**src/rtl/vpg_mode_ctrl_pkg.sv**
```systemverilog
// Shared types and helpers for the VPG mode controller: FSM state encoding,
// mode-code validity and counter sizing.
package vpg_mode_ctrl_pkg;

  typedef enum logic [2:0] {
    ST_IDLE        = 3'd0,
    ST_DEBOUNCE    = 3'd1,
    ST_ISSUE       = 3'd2,
    ST_WAIT_UNLOCK = 3'd3,
    ST_WAIT_LOCK   = 3'd4,
    ST_SETTLE      = 3'd5
  } vpg_state_e;

  // Codes 4 and 7 have no timing table behind them.
  function automatic logic mode_valid(input logic [2:0] m);
    return (m != 3'd4) && (m != 3'd7);
  endfunction

  // Width that holds 0..n-1, never narrower than one bit.
  function automatic int cnt_width(input int n);
    return (n <= 2) ? 1 : $clog2(n);
  endfunction

  function automatic int imax(input int a, input int b);
    return (a > b) ? a : b;
  endfunction

endpackage

```
**src/rtl/vpg_sel_debounce.sv**
```systemverilog
// Mode-select synchroniser plus candidate tracking: a candidate is accepted once
// it has been held unchanged for DEBOUNCE_CYCLES clocks while the FSM is debouncing.
module vpg_sel_debounce
  import vpg_mode_ctrl_pkg::*;
#(
  parameter logic [2:0] INIT_MODE       = 3'd0,
  parameter int         DEBOUNCE_CYCLES = 50000
) (
  input  logic       clk,
  input  logic       reset,
  input  logic [2:0] mode_sel,
  input  logic [2:0] timing_mode,
  input  logic       load,
  input  logic       run,
  output logic       pending,
  output logic       accept,
  output logic [2:0] cand
);

  localparam int            CW   = cnt_width(DEBOUNCE_CYCLES);
  localparam logic [CW-1:0] LAST = CW'(DEBOUNCE_CYCLES - 1);

  logic [2:0]    sel_m;
  logic [2:0]    sel_s;
  logic [CW-1:0] cnt;

  always_ff @(posedge clk or posedge reset) begin
    if (reset) begin
      sel_m <= INIT_MODE;
      sel_s <= INIT_MODE;
    end else begin
      sel_m <= mode_sel;
      sel_s <= sel_m;
    end
  end

  assign pending = mode_valid(sel_s) && (sel_s != timing_mode);

  // Candidate is frozen outside IDLE/DEBOUNCE so ISSUE and retries use it as-is.
  always_ff @(posedge clk or posedge reset) begin
    if (reset) begin
      cand <= INIT_MODE;
      cnt  <= '0;
    end else if (load) begin
      cand <= sel_s;
      cnt  <= '0;
    end else if (run) begin
      if (sel_s != cand) begin
        cand <= sel_s;
        cnt  <= '0;
      end else if (cnt != LAST) begin
        cnt <= cnt + CW'(1);
      end
    end
  end

  assign accept = run && pending && (sel_s == cand) && (cnt == LAST);

endmodule

```
**src/rtl/vpg_mode_ctrl.sv**
```systemverilog
// VPG mode controller: debounced mode acceptance, clk_en-aligned change strobe,
// and pixel-PLL relock sequencing that gates vid_reset.
module vpg_mode_ctrl
  import vpg_mode_ctrl_pkg::*;
#(
  parameter logic [2:0] INIT_MODE       = 3'd0,
  parameter int         DEBOUNCE_CYCLES = 50000,
  parameter int         UNLOCK_TIMEOUT  = 4096,
  parameter int         LOCK_TIMEOUT    = 1048576,
  parameter int         SETTLE_CYCLES   = 1024
) (
  input  logic       clk,
  input  logic       reset,
  input  logic       clk_en,
  input  logic [2:0] mode_sel,
  input  logic       pll_locked,
  output logic [2:0] timing_mode,
  output logic       timing_mode_change,
  output logic       vid_reset,
  output logic       busy,
  output logic       lock_err
);

  localparam int            CW          = cnt_width(imax(UNLOCK_TIMEOUT, imax(LOCK_TIMEOUT, SETTLE_CYCLES)));
  localparam logic [CW-1:0] UNLOCK_LAST = CW'(UNLOCK_TIMEOUT - 1);
  localparam logic [CW-1:0] LOCK_LAST   = CW'(LOCK_TIMEOUT - 1);
  localparam logic [CW-1:0] SETTLE_LAST = CW'(SETTLE_CYCLES - 1);

  vpg_state_e    state_q, state_n;
  logic [CW-1:0] cnt_q, cnt_n;
  logic [2:0]    mode_q, mode_n;
  logic          chg_q, chg_n;
  logic          err_q, err_n;
  logic          lock_m, lock_s;
  logic          pending, accept;
  logic [2:0]    cand;

  always_ff @(posedge clk or posedge reset) begin
    if (reset) begin
      lock_m <= 1'b0;
      lock_s <= 1'b0;
    end else begin
      lock_m <= pll_locked;
      lock_s <= lock_m;
    end
  end

  vpg_sel_debounce #(
    .INIT_MODE       (INIT_MODE),
    .DEBOUNCE_CYCLES (DEBOUNCE_CYCLES)
  ) u_sel_debounce (
    .clk         (clk),
    .reset       (reset),
    .mode_sel    (mode_sel),
    .timing_mode (mode_q),
    .load        (state_q == ST_IDLE),
    .run         (state_q == ST_DEBOUNCE),
    .pending     (pending),
    .accept      (accept),
    .cand        (cand)
  );

  always_ff @(posedge clk or posedge reset) begin
    if (reset) begin
      state_q <= ST_WAIT_LOCK;
      cnt_q   <= '0;
      mode_q  <= INIT_MODE;
      chg_q   <= 1'b0;
      err_q   <= 1'b0;
    end else begin
      state_q <= state_n;
      cnt_q   <= cnt_n;
      mode_q  <= mode_n;
      chg_q   <= chg_n;
      err_q   <= err_n;
    end
  end

  always_comb begin
    state_n = state_q;
    cnt_n   = (cnt_q == '1) ? cnt_q : cnt_q + CW'(1);
    mode_n  = mode_q;
    chg_n   = chg_q && !clk_en;
    err_n   = err_q;
    case (state_q)
      ST_IDLE: begin
        cnt_n = '0;
        if (!lock_s)      state_n = ST_WAIT_LOCK;
        else if (pending) state_n = ST_DEBOUNCE;
      end
      ST_DEBOUNCE: begin
        cnt_n = '0;
        if (!lock_s)       state_n = ST_WAIT_LOCK;
        else if (!pending) state_n = ST_IDLE;
        else if (accept)   state_n = ST_ISSUE;
      end
      ST_ISSUE: begin
        cnt_n = '0;
        // Waiting for a clear strobe keeps each request to a single clk_en edge.
        if (clk_en && !chg_q) begin
          mode_n  = cand;
          chg_n   = 1'b1;
          state_n = ST_WAIT_UNLOCK;
        end
      end
      ST_WAIT_UNLOCK: begin
        if (!lock_s || cnt_q == UNLOCK_LAST) begin
          state_n = ST_WAIT_LOCK;
          cnt_n   = '0;
        end
      end
      ST_WAIT_LOCK: begin
        if (lock_s) begin
          state_n = ST_SETTLE;
          cnt_n   = '0;
        end else if (cnt_q == LOCK_LAST) begin
          err_n   = 1'b1;
          state_n = ST_ISSUE;
          cnt_n   = '0;
        end
      end
      ST_SETTLE: begin
        if (!lock_s) begin
          state_n = ST_WAIT_LOCK;
          cnt_n   = '0;
        end else if (cnt_q == SETTLE_LAST) begin
          err_n   = 1'b0;
          state_n = ST_IDLE;
          cnt_n   = '0;
        end
      end
      default: begin
        state_n = ST_WAIT_LOCK;
        cnt_n   = '0;
      end
    endcase
  end

  // Video keeps running while a new selection is only being debounced.
  assign vid_reset          = !(lock_s && (state_q == ST_IDLE || state_q == ST_DEBOUNCE));
  assign busy               = (state_q != ST_IDLE);
  assign timing_mode        = mode_q;
  assign timing_mode_change = chg_q;
  assign lock_err           = err_q;

endmodule

```
**config.mk**
```make
export PLATFORM = sky130hd
export DESIGN_NAME = vpg_mode_ctrl
export DESIGN_NICKNAME = d
export VERILOG_FILES = /design/src/rtl/vpg_mode_ctrl_pkg.sv /design/src/rtl/vpg_sel_debounce.sv /design/src/rtl/vpg_mode_ctrl.sv
export SDC_FILE = /design/constraint.sdc
export NUM_CORES = 1
export LEC_CHECK = 0
export ABC_CLOCK_PERIOD_IN_PS = 6400
export CORE_AREA = 2 2 55 109
export CTS_BUF_LIST = sky130_fd_sc_hd__clkbuf_8
export DETAILED_ROUTE_END_ITERATION = 12
export DIE_AREA = 0 0 57 111
export PLACE_DENSITY = 0.71
export SKIP_CTS_REPAIR_TIMING = 1
export SLEW_MARGIN = 10
export SYNTH_ARGS = -nofsm -noshare
export SYNTH_HDL_FRONTEND = slang
export SYNTH_SLANG_ARGS = --single-unit
```
**constraint.sdc**
```tcl
create_clock -name clk -period 6.4 [get_ports clk]
set_clock_uncertainty 0.15 [all_clocks]
set_input_delay 1.28 -clock clk [delete_from_list [all_inputs] [get_ports clk]]
set_output_delay 1.28 -clock clk [all_outputs]
set_load 0.01 [all_outputs]
```
==> flow_metrics.py <==
metrics = {
    "run_status": {
        "outcome": "complete, no violations",
    },
    "power_and_ir_drop": {
        "internal_power_mw": 0.5203,
        "p_seq_share_pct": 54.2,
        "switching_power_mw": 0.1880,
        "powerDensity_mw_per_mm2": 219.6,
        "power.total_mw": 0.7083,
        "swShare_pct": 26.54,
        "p_clk_share_pct": 33.7,
        "cellLeakagePower_nw": 1.330,
        "combPwrFrac_pct": 12.1,
        "ir_worst_vdd_mv": 0.1947,
    },
    "setup_path": {
        "critPathRequiredTime_ns": 4.97,
        "cpMaxStageDelayCell": "dfrtp_1",
        "slowest_delay_ns": 0.48,
        "cpMostUsedCell": "inv_1",
        "cp.arrival_ns": 1.74,
        "crit_fanout": 9,
        "critPathKind": "flip-flop to primary output",
        "path_cells": "inv_1, nand2_1, nor2_1, inv_1, clkdlybuf4s50_1",
        "cp.buffers_inverters": 3,
        "cp-start-kind": "flip-flop",
        "crit_cells": 5,
        "startpoint": "state_q[1]$_DFFE_PP0P_",
        "cp_top_family": "buffers and inverters",
        "r2r_cells": 5,
        "r2r_start": "cnt_q[3]$_DFF_PP0_",
        "end_kind": "primary output",
    },
    "placement": {
        "dp_hpwl_um": 3988,
        "place_area_sq_mm": 0.003108,
        "place.gp.congestion": 0.9043,
        "port_buffers": 13,
    },
    "sta": {
        "setup_viol_count_final": 0,
        "fin_crit_sh_pct": 49.55,
        "max_freq_mhz": 315.3,
        "hold_violations": 0,
        "min_period_ns": 3.171,
        "slew_headroom_pct": 40.15,
        "drv_slew": 0,
        "fin_setup_tns_ns": 0,
        "rsz0062_at_grt": "false",
        "tightestPinTransition_ns": 0.8925,
    },
    "logic_synthesis": {
        "synth.ff_latch_count": 55,
        "yosys.area.top_type": "dfrtp_1",
        "synth_cell_types": 45,
        "synth_top_area_share_pct": 46.17,
        "syn_inst": 307,
        "netlist_area_sq_mm": 0.002927,
        "synth_warnings": 0,
        "syn_area_per_cell_sq_um": 9.533,
        "synth_edf_count": 0,
        "ys_seq_area_share_pct": 47.07,
        "synth_area_leaders": "dfrtp_1 46%, xnor2_1 5.7%, nor2_1 4.1%, nand2_1 3.3%, a211oi_1 2.8%",
        "synth_top_flop_cell": "dfrtp_1",
        "synth_nets": 319,
        "synth_async_sr_flop_share_pct": 100.0,
    },
    "clock_network": {
        "h-tree-depth": 2,
        "cts_tree": "built",
        "clk_path_buf_depth": 2,
        "cts_buffers": 5,
        "root_buffer": "clkbuf_8",
        "cts.sinks": 55,
        "clk_pin_slew_ns": 0.09,
        "insertion_delay_ns": 0.32,
    },
    "floorplan": {
        "die_h_um": 111,
        "start_util_pct": 52.61,
        "core_sq_mm": 0.005563,
        "rows": 39,
        "die_x_um": 57,
        "io_pins": 14,
        "die_area_sq_mm": 0.006327,
    },
    "detailed_routing": {
        "vias": 2290,
        "drt-wirelength-per-cell_um": 15.20,
        "topRoutingLayerUsed": "met4",
        "drtIter0Drc": 131,
        "wl_met3_um": 157,
        "drc": 0,
        "drt_wl_total_um": 5775,
        "ant_nets": 0,
        "met2WireLength_um": 2851,
        "drt-met1-wl_um": 2652,
        "via_per_inst": 6.026,
        "drtPass1Iterations": 4,
    },
    "hold_path": {
        "hp-class": "flip-flop to flip-flop",
        "min_from": "u_sel_debounce.sel_m[2]$_DFF_PP0_",
        "whs_path_depth": 0,
    },
    "global_route": {
        "grt_max_degree": 56,
        "grt_pass1_vias": 2232,
        "antenna_found_initial": 0,
        "overflow": 0,
        "grt_pass1_wl_um": 10290,
        "grt_use_total_pct": 20.15,
    },
    "finish": {
        "syn2layout_area_growth_pct": 10.22,
        "diodes": 0,
        "final_nets": 330,
        "layout_commonest_cell": "dfrtp_1",
        "utilization_pct": 57.98,
        "final_cell_mix": "54 x dfrtp_1, 32 x nor2_1, 26 x nand2_1",
        "final_area_sq_mm": 0.003226,
        "drive_gt1_share_pct": 8.150,
    },
    "run": {
        "drv_cap": 0,
    },
}
power groups by stage:
stage               Clock (mW)  Sequential [mW]  Combinational, mW
floorplan                    0            0.377             0.0801
global placement             0            0.389             0.0828
detailed placement           0            0.390             0.0860
CTS                      0.245            0.383             0.0867
global route             0.260            0.387             0.0966
finish                   0.239            0.384             0.0859
area by class of cell:
| cell class | instances | area (sq um) |
|---|---|---|
| inverter | 14 | 52.55 |
| sequential | 55 | 1378 |
| multi-input combinational | 225 | 1441 |
| tap | 61 | 76.32 |
| clock buffer | 6 | 82.58 |
| clock inverter | 2 | 35.03 |
| fill | 479 | 2337 |
| timing repair buffer | 17 | 160.2 |
kinds of logic after synthesis:
group           after synthesis  share of synthesized area [%]
simple gates                133                          24.50
flops                        55                          47.07
compound gates               54                          12.27
xor+xnor                     27                          8.080
buf+inv                      27                          3.677
mux                           6                          2.266
fa+ha+maj                     5                          2.138
metrics by stage:
stage / setup slack, ns / instances / hold slack, ns
3_3_place_gp: 3.591 / 372 / 0.1835
4_1_cts: 3.215 / 380 / 0.2092
2_1_floorplan: 3.629 / 307 / 0.1812
3_5_place_dp: 3.554 / 372 / 0.1864
5_1_grt: 3.076 / 380 / 0.2138
6_report: 3.229 / 380 / 0.2054
routing by layer:
metal / GRT usage [%] / vias up
li1: - / 1125
met4: 7.597 / 0
met2: 31.88 / 35
met5: 0 / -
met1: 27.07 / 1123
met3: 3.851 / 7
path summary, 6_finish.rpt:
kind                                                     endpoint  slack, ns
worst min-delay path            u_sel_debounce.sel_s[2]$_DFF_PP0_       0.21
max in group asynchronous       u_sel_debounce.cnt[6]$_DFFE_PP0P_       4.33
min in group asynchronous                     cnt_q[16]$_DFF_PP0_       1.31
worst max register to register             state_q[1]$_DFFE_PP0P_       3.54
worst min register to register  u_sel_debounce.sel_s[2]$_DFF_PP0_       0.21
worst max-delay path                                    vid_reset       3.23
worst reg2reg max path: stages, from the launching register on:
cell and delay (ns):
dfrtp_1 0.46, nand4_2 0.18, or4_1 0.68, o31ai_2 0.33
a21boi_2 0.75, a22o_1 0.26
registers in the layout, indices dropped and copies added, names as in the netlist, 3 cells and up:
name / count
cnt_q: 20
state_q: 3
timing_mode: 3
u_sel_debounce.cnt: 16
u_sel_debounce.sel_m: 3
u_sel_debounce.sel_s: 3
u_sel_debounce.cand: 3
synth_stat cells, drive strengths merged (8+ instances only):
cell type   n
a211oi     11
a21oi      11
clkbuf     10
dfrtp      54
inv        14
nand2      26
nand3      16
nand4      11
nor2       32
o21ai      15
or3         8
xnor2      19
xor2        8
Note: power is estimated with default switching activity, not from simulation.
